===== src/rtl/wbram_pingpong_sched.sv =====
// Ping-pong weight-buffer scheduler: hands two slots to a write controller,
// publishes filled slots to the read chain and recycles released slots.
module wbram_pingpong_sched #(
    parameter int MAX_NUM_LAYERS = 4,
    localparam int LW = $clog2(MAX_NUM_LAYERS) + 1
) (
    input  logic          clk,
    input  logic          rst_n,
    input  logic          start_i,
    input  logic [LW-1:0] num_layers_i,
    output logic          busy_o,
    output logic          done_o,
    output logic          err_o,
    output logic [1:0]    wr_alloc_data_r,
    output logic [LW-1:0] wr_alloc_layer_r,
    output logic          wr_alloc_valid_r,
    input  logic          wr_alloc_ready_r,
    input  logic [1:0]    wr_done_data_l,
    input  logic          wr_done_valid_l,
    output logic          wr_done_ready_l,
    output logic [1:0]    wr_pointer_data_r,
    output logic          wr_pointer_valid_r,
    input  logic          wr_pointer_ready_r,
    input  logic [1:0]    rd_pointer_data_l,
    input  logic          rd_pointer_valid_l,
    output logic          rd_pointer_ready_l
);

    typedef enum logic [1:0] {
        S_FREE,
        S_FILLING,
        S_FULL,
        S_READING
    } slot_t;

    typedef enum logic {
        IDLE,
        RUN
    } fsm_t;

    localparam logic [LW-1:0] ONE = LW'(1);

    fsm_t          state_q;
    fsm_t          state_d;
    slot_t         slot_q [2];
    logic [LW-1:0] n_q;
    logic [LW-1:0] alloc_cnt;
    logic [LW-1:0] pub_cnt;
    logic [LW-1:0] rel_cnt;
    logic          next_alloc;
    logic          next_pub;
    logic          next_rel;

    logic alloc_hs;
    logic fill_hs;
    logic pub_hs;
    logic rel_hs;
    logic fill_ok;
    logic fill_bad;
    logic rel_ok;
    logic rel_bad;
    logic last_rel;
    logic start_run;
    logic start_zero;
    logic alloc_req;
    logic pub_req;

    assign busy_o             = (state_q == RUN);
    assign wr_done_ready_l    = busy_o;
    assign rd_pointer_ready_l = busy_o;

    always_comb begin
        alloc_hs   = wr_alloc_valid_r && wr_alloc_ready_r;
        fill_hs    = wr_done_valid_l && wr_done_ready_l;
        pub_hs     = wr_pointer_valid_r && wr_pointer_ready_r;
        rel_hs     = rd_pointer_valid_l && rd_pointer_ready_l;
        fill_ok    = fill_hs && !wr_done_data_l[1]
                     && (slot_q[wr_done_data_l[0]] == S_FILLING);
        fill_bad   = fill_hs && !fill_ok;
        // Releases must arrive in slot order; anything else is flagged.
        rel_ok     = rel_hs && (rd_pointer_data_l == {1'b0, next_rel})
                     && (slot_q[next_rel] == S_READING);
        rel_bad    = rel_hs && !rel_ok;
        last_rel   = rel_ok && ((rel_cnt + ONE) == n_q);
        start_run  = (state_q == IDLE) && start_i && (num_layers_i != '0);
        start_zero = (state_q == IDLE) && start_i && (num_layers_i == '0);
        alloc_req  = !wr_alloc_valid_r && (alloc_cnt < n_q)
                     && (slot_q[next_alloc] == S_FREE);
        pub_req    = !wr_pointer_valid_r && (pub_cnt < n_q)
                     && (slot_q[next_pub] == S_FULL);
    end

    always_comb begin
        state_d = state_q;
        unique case (state_q)
            IDLE: if (start_run) state_d = RUN;
            RUN:  if (last_rel) state_d = IDLE;
        endcase
    end

    always_ff @(posedge clk or negedge rst_n) begin
        if (!rst_n) state_q <= IDLE;
        else        state_q <= state_d;
    end

    always_ff @(posedge clk or negedge rst_n) begin
        if (!rst_n) begin
            slot_q[0]          <= S_FREE;
            slot_q[1]          <= S_FREE;
            n_q                <= '0;
            alloc_cnt          <= '0;
            pub_cnt            <= '0;
            rel_cnt            <= '0;
            next_alloc         <= 1'b0;
            next_pub           <= 1'b0;
            next_rel           <= 1'b0;
            done_o             <= 1'b0;
            err_o              <= 1'b0;
            wr_alloc_data_r    <= '0;
            wr_alloc_layer_r   <= '0;
            wr_alloc_valid_r   <= 1'b0;
            wr_pointer_data_r  <= '0;
            wr_pointer_valid_r <= 1'b0;
        end else begin
            done_o <= start_zero || last_rel;
            if (fill_bad || rel_bad) err_o <= 1'b1;
            if (start_run) begin
                n_q        <= num_layers_i;
                alloc_cnt  <= '0;
                pub_cnt    <= '0;
                rel_cnt    <= '0;
                next_alloc <= 1'b0;
                next_pub   <= 1'b0;
                next_rel   <= 1'b0;
            end
            if (state_q == RUN) begin
                if (alloc_hs) begin
                    slot_q[next_alloc] <= S_FILLING;
                    alloc_cnt          <= alloc_cnt + ONE;
                    next_alloc         <= ~next_alloc;
                    wr_alloc_valid_r   <= 1'b0;
                end else if (alloc_req) begin
                    wr_alloc_valid_r <= 1'b1;
                    wr_alloc_data_r  <= {1'b0, next_alloc};
                    wr_alloc_layer_r <= alloc_cnt;
                end
                if (fill_ok) slot_q[wr_done_data_l[0]] <= S_FULL;
                if (pub_hs) begin
                    slot_q[next_pub]   <= S_READING;
                    pub_cnt            <= pub_cnt + ONE;
                    next_pub           <= ~next_pub;
                    wr_pointer_valid_r <= 1'b0;
                end else if (pub_req) begin
                    wr_pointer_valid_r <= 1'b1;
                    wr_pointer_data_r  <= {1'b0, next_pub};
                end
                if (rel_ok) begin
                    slot_q[next_rel] <= S_FREE;
                    rel_cnt          <= rel_cnt + ONE;
                    next_rel         <= ~next_rel;
                end
                // Run complete: leave every slot free for the next start.
                if (last_rel) begin
                    slot_q[0]          <= S_FREE;
                    slot_q[1]          <= S_FREE;
                    wr_alloc_valid_r   <= 1'b0;
                    wr_pointer_valid_r <= 1'b0;
                end
            end
        end
    end

endmodule

===== config.mk =====
export PLATFORM = sky130hd
export DESIGN_NAME = wbram_pingpong_sched
export DESIGN_NICKNAME = d
export VERILOG_FILES = /design/src/rtl/wbram_pingpong_sched.sv
export SDC_FILE = /design/constraint.sdc
export NUM_CORES = 1
export LEC_CHECK = 0
export ABC_AREA = 1
export BUFFER_PORTS_ARGS = -buffer_cell sky130_fd_sc_hd__buf_2
export CORE_MARGIN = 8
export CORE_UTILIZATION = 50
export DETAILED_ROUTE_END_ITERATION = 8
export PLACE_DENSITY = 0.69
export SYNTH_ARGS = -nofsm -noshare
export SYNTH_HDL_FRONTEND = slang
export SYNTH_SLANG_ARGS = --single-unit
export TNS_END_PERCENT = 30

===== constraint.sdc =====
create_clock -name clk -period 1.9 [get_ports clk]
set_clock_uncertainty 0.2 [all_clocks]
set_input_delay 0.19 -clock clk [delete_from_list [all_inputs] [get_ports clk]]
set_output_delay 0.19 -clock clk [all_outputs]
set_load 0.1 [all_outputs]

* Word level (Yosys, flattened, before mapping)
Cells that the tools add are included.
Cells by class: add/subtract/negate cells 3, $lt $le $gt $ge 10, equality and inequality tests 5, multiplexer cells 55, bitwise gates (word level) 19, reductions and logical operators 38
Operators with widths (count):
- $mux 2 | 16
- $mux 4 | 8
- $mux 3 | 9
- $logic_and 1x1->1 | 22
- $mux 1 | 17
- $add 3x1->3 const B | 3
- $reduce_bool 3->1 | 3
- $demux 2 s1 | 4
- $ge 2x2->1 const B | 4
- $lt 2x1->1 const B | 4
- $not 1->2 | 4
- $lt 3x3->1 | 2
- $not 1->1 | 6
- $reduce_and 3->1 | 2
- $logic_not 1->1 | 5
- $and 2x2->2 | 2
- $and 4x4->4 | 1
- $eq 2x2->1 const B | 2
- $not 2->2 | 2
- $not 4->4 | 1
- $or 2x2->2 | 2
- $or 4x4->4 | 1
- $reduce_and 2->1 | 2
- $eq 3x3->1 | 1
- 6 further kinds | 7
Word-level totals: register bits 29, input port bits 14, output and inout bits 14, logic and storage cells 147

* Logic depth before layout (Yosys ltp)
depth in word-level cells 18, depth in mapped cells 9, mapped depth without buffers 9

* Worst setup path before layout
Ideal clock, no wire load.
path type reg-to-reg, from register state_q (netlist: busy_o), to register slot_q[2] (netlist name), library setup time 0.118 ns, data arrival time 1.743 ns, data required time 1.582 ns, path slack -0.161 ns, stages on the path, launching flop included 9, path buffers 1, period minus slack after synthesis 2.061 ns, cells stage by stage dfrtp_1 -> buf_6 -> nand2_4 -> nor2_4 -> nand2_2 -> nor2_4 -> nand2_1 -> nand4_1 -> nand2_1
On the way: word-level cells in the longest chain between the ends 11, elaborated cells between the ends (all ways) 15, those cells by class 6 x mux; 2 x bitwise; 7 x reduce/logical
Ends and longest elaborated chain:
- start: declaration | line 43 | fsm_t state_q;
- start signal: assignment | line 103 | else state_q <= state_d;
- $logic_and 1x1->1 | line 74 | fill_hs = wr_done_valid_l && wr_done_ready_l;
- $logic_and 1x1->1 | line 77 | fill_ok = fill_hs && !wr_done_data_l[1]
- $logic_and 1x1->1 | line 78 | && (slot_q[wr_done_data_l[0]] == S_FILLING);
- $mux 4 | line 147 | if (fill_ok) slot_q[wr_done_data_l[0]] <= S_FULL;
- $mux 4 | line 136 | if (state_q == RUN) begin
- $or 4x4->4 (no source line)
- $mux 4 | line 148 | if (pub_hs) begin
- $mux 4 | line 136
- $and 4x4->4 (no source line)
- $mux 4 | line 157 | if (rel_ok) begin
- $mux 4 | line 163 | if (last_rel) begin
- end: declaration | line 45 | slot_t slot_q [2];
Several ways; a longest one is shown, not always the timed one. The select of a mux whose other input is x is not followed. A chain may end at the register's enable or synchronous reset.

* Worst setup path in the final report
from register n_q[1], to register wr_alloc_valid_r
On the way: word-level cells in the longest chain between the ends 5, elaborated cells between the ends (all ways) 8, those cells by class 1 x order compare; 1 x eq/ne; 1 x mux; 5 x reduce/logical
Ends and longest elaborated chain:
- start: declaration | line 46 | logic [LW-1:0] n_q;
- start signal: assignment | line 128 | n_q <= num_layers_i;
- $lt 3x3->1 | line 87 | alloc_req = !wr_alloc_valid_r && (alloc_cnt < n_q)
- $logic_and 1x1->1 | line 87
- $logic_and 1x1->1 | line 88 | && (slot_q[next_alloc] == S_FREE);
- $reduce_bool 3->1 (no source line)
- $reduce_and 2->1 (no source line)
- end signal: assignment | line 121 | wr_alloc_valid_r <= 1'b0;
- end signal: assignment | line 141 | wr_alloc_valid_r <= 1'b0;
- end signal: assignment | line 143 | wr_alloc_valid_r <= 1'b1;
- end: declaration | line 16 | output logic wr_alloc_valid_r,
Several ways; a longest one is shown, not always the timed one.

==> run summary <==
number of synthesized flops with an enable pin: 0
CTS Buffer Depth: 2
H-tree Lvls: 2
largest net degree at the start of global routing: 30
YS warnings: 0
DP HPWL: 2.68 mm
clock slew at reported path FFs: 0.09 ns
critical path class: reg -> reg
setup TNS: 0 ns
Rel. slew slack: 56.9%
FF+latch count, synth: 29
TritonCTS Buffers: 5
die height: 73.8 um
area grow syn2layout: 16.6%
Worst setup SP type: flop
initial antenna violation count: 0
post-route ant nets: 0
fraction of layout cells with a size suffix above 1: 20.8%
vias in the first global route: 1,328
I/O pins: 28
Ant. Diodes: 0
CTS tree: done
crit path DAT: 1.81 ns
WL final: 3.64 mm
num rows: 21
via count: 1,426
Main synth FF type: dfrtp_1
Final Wtd Congestion: 0.777
Syn Area/Cell: 8.04 um2
synthesized area: 1670 um2
DR WL/cell: 12.5 um
status: finished clean
final setup violation count: 0
die area: 5450 um2
GR Util All Layers: 15.1%
global-route wire length before repair: 6.23 mm
sequential area share after synthesis: 43.4%
drt drc: 0
Initial Utilization: 50.9%
first-pass iteration count of the detailed router: 4
final period utilization: 91.7%
Nets: 265
f_max: 574 MHz
post-synthesis instance total: 208
endpoint class of the critical path: flop
setup bufs post-CTS: 0
largest fanout on the critical path: 5
Root Buffer: clkbuf_4
post-synth cell types: 30
final worst path period need: 1.74 ns
unrepaired setup endpoints after global routing: false
Slew @ Worst Pin: 0.646 ns
Non-Filler Instances: 291
Chip Width: 73.8 um
Placeable Area: 3280 um2
Worst EP required: 1.97 ns
number of port buffers: 25
Hold Path Class: in -> reg
async set or reset register ratio after synthesis: 100%
DR vias/cell: 4.90
Skew-Pair Late Insertion Delay: 0.34 ns
CTS Sinks: 29
P per Cell Area: 1860 nW/um2
Slew Viols, Final: 0
total gr overflow: 0
DP Cell Count: 273
MaxCap Viol Count: 0
Peak supply drop: 0.000726 V
Fin. Hold Viols: 0
initial DRC count: 102
leakage: 1.00 nW
-- layout make-up --
| class | count | area [um2] |
|---|---|---|
| fill | 314 | 1340 |
| multi-input combinational | 146 | 783 |
| sequential | 29 | 727 |
| timing repair buffer | 34 | 215 |
| inverter | 28 | 108 |
| clock buffer | 8 | 58.8 |
| tap | 46 | 57.6 |
-- cell families after synthesis --
kind of cell	after synthesis	share of synthesized area (%)
AOI/OAI and AO/OA	29	10.9
xor gates and xnor gates	1	0.524
adders and majority gates	7	5.24
buffers and inverters	35	10.3
DFF	29	43.4
other	1	0.224
and+or+nand+nor	106	29.5
-- power breakdown --
group	switching [W]	total, W	internal [W]
clock network	0.000217	0.000399	0.000182
logic	0.00151	0.00205	0.000537
registers	0.000289	0.00118	0.000887
total	0.00202	0.00363	0.00161
-- flip-flops by register name, summed over array words and instances, names as in the netlist, 3 cells and up --
name,cells
rel_cnt,3
alloc_cnt,3
pub_cnt,3
slot_q,4
n_q,3
wr_alloc_layer_r,3
-- synthesized netlist by cell type (all sizes together), types with 2 or more instances --
| cell type | instances | area share (%) |
|---|---|---|
| nor3 | 3 | 1.5 |
| nor2 | 12 | 3.9 |
| buf | 7 | 3.8 |
| dfrtp | 29 | 43 |
| inv | 28 | 6.4 |
| a21oi | 2 | 0.60 |
| o31ai | 3 | 2.5 |
| nand4 | 4 | 1.5 |
| nand2 | 66 | 16 |
| nand3 | 21 | 6.9 |
| o21ai | 21 | 6.5 |
| ha | 7 | 5.2 |
-- layer usage --
metal	vias up	track usage [%]	wire length, um
li1	746	-	-
met1	649	18.2	1760
met2	25	23.4	1620
met3	6	5.59	196
met4	0	5.99	62
met5	-	0	0
-- per-stage QoR --
stage	hold slack, ns	power (W)	utilization (%)	setup WS (ns)	instance area [um2]
2_1_floorplan	-0.306	0.00288	-	0.0531	1680
3_3_place_gp	0.0537	0.00316	54.7	0.204	1800
3_5_place_dp	0.0633	0.00320	54.7	0.164	1800
4_1_cts	0.0485	0.00362	59.2	0.109	1940
5_1_grt	0.0556	0.00395	59.4	0.0111	1950
6_report	0.0571	0.00363	59.4	0.158	1950
-- worst max-delay path: stages (launching register included) --
cell and delay (ns):
dfrtp_1 0.39, inv_1 0.08, ha_1 0.29, inv_1 0.05
a21oi_1 0.03, o21ai_1 0.23, nand3_2 0.17, nand2_1 0.09
nand2_1 0.07, nor2_1 0.08
-- path summary, 6_finish.rpt --
check,startpoint,to,slack (ns),cells past startpoint
max in group asynchronous,rst_n,busy_o$_DFF_PN0_,0.84,2
min in group asynchronous,rst_n,slot_q[3]$_DFFE_PN0P_,0.21,2
max,n_q[1]$_DFFE_PN0P_,wr_alloc_valid_r$_DFFE_PN0P_,0.16,9
min reg2reg,err_o$_DFFE_PN0P_,err_o$_DFFE_PN0P_,0.28,2
max reg2reg,n_q[1]$_DFFE_PN0P_,wr_alloc_valid_r$_DFFE_PN0P_,0.16,9
min,rd_pointer_data_l[1],rel_cnt[1]$_DFF_PN0_,0.06,6
-- repair_timing --
item,in CTS,in global routing
endpoints found under the setup margin,0,2
hold endpoints to repair,35,0
gates resized for setup,0,2
hold buffers,9,0
-- placed cells by master (no fill, tap or decap), types with 2 or more instances in the layout --
master	count
o21ai_0	14
clkbuf_4	5
inv_1	24
buf_2	25
nand3_2	2
nor2_1	8
nand4_1	4
nor3_2	2
dfrtp_1	28
nor2_2	2
nand3_1	20
ha_1	7
nand2_2	3
nand2_1	62
a21oi_1	2
inv_2	3
o21ai_1	6
conb_1	2
dlygate4sd3_1	9
nor2_4	2
clkbuf_1	2
(Power assumes the default switching activity.)
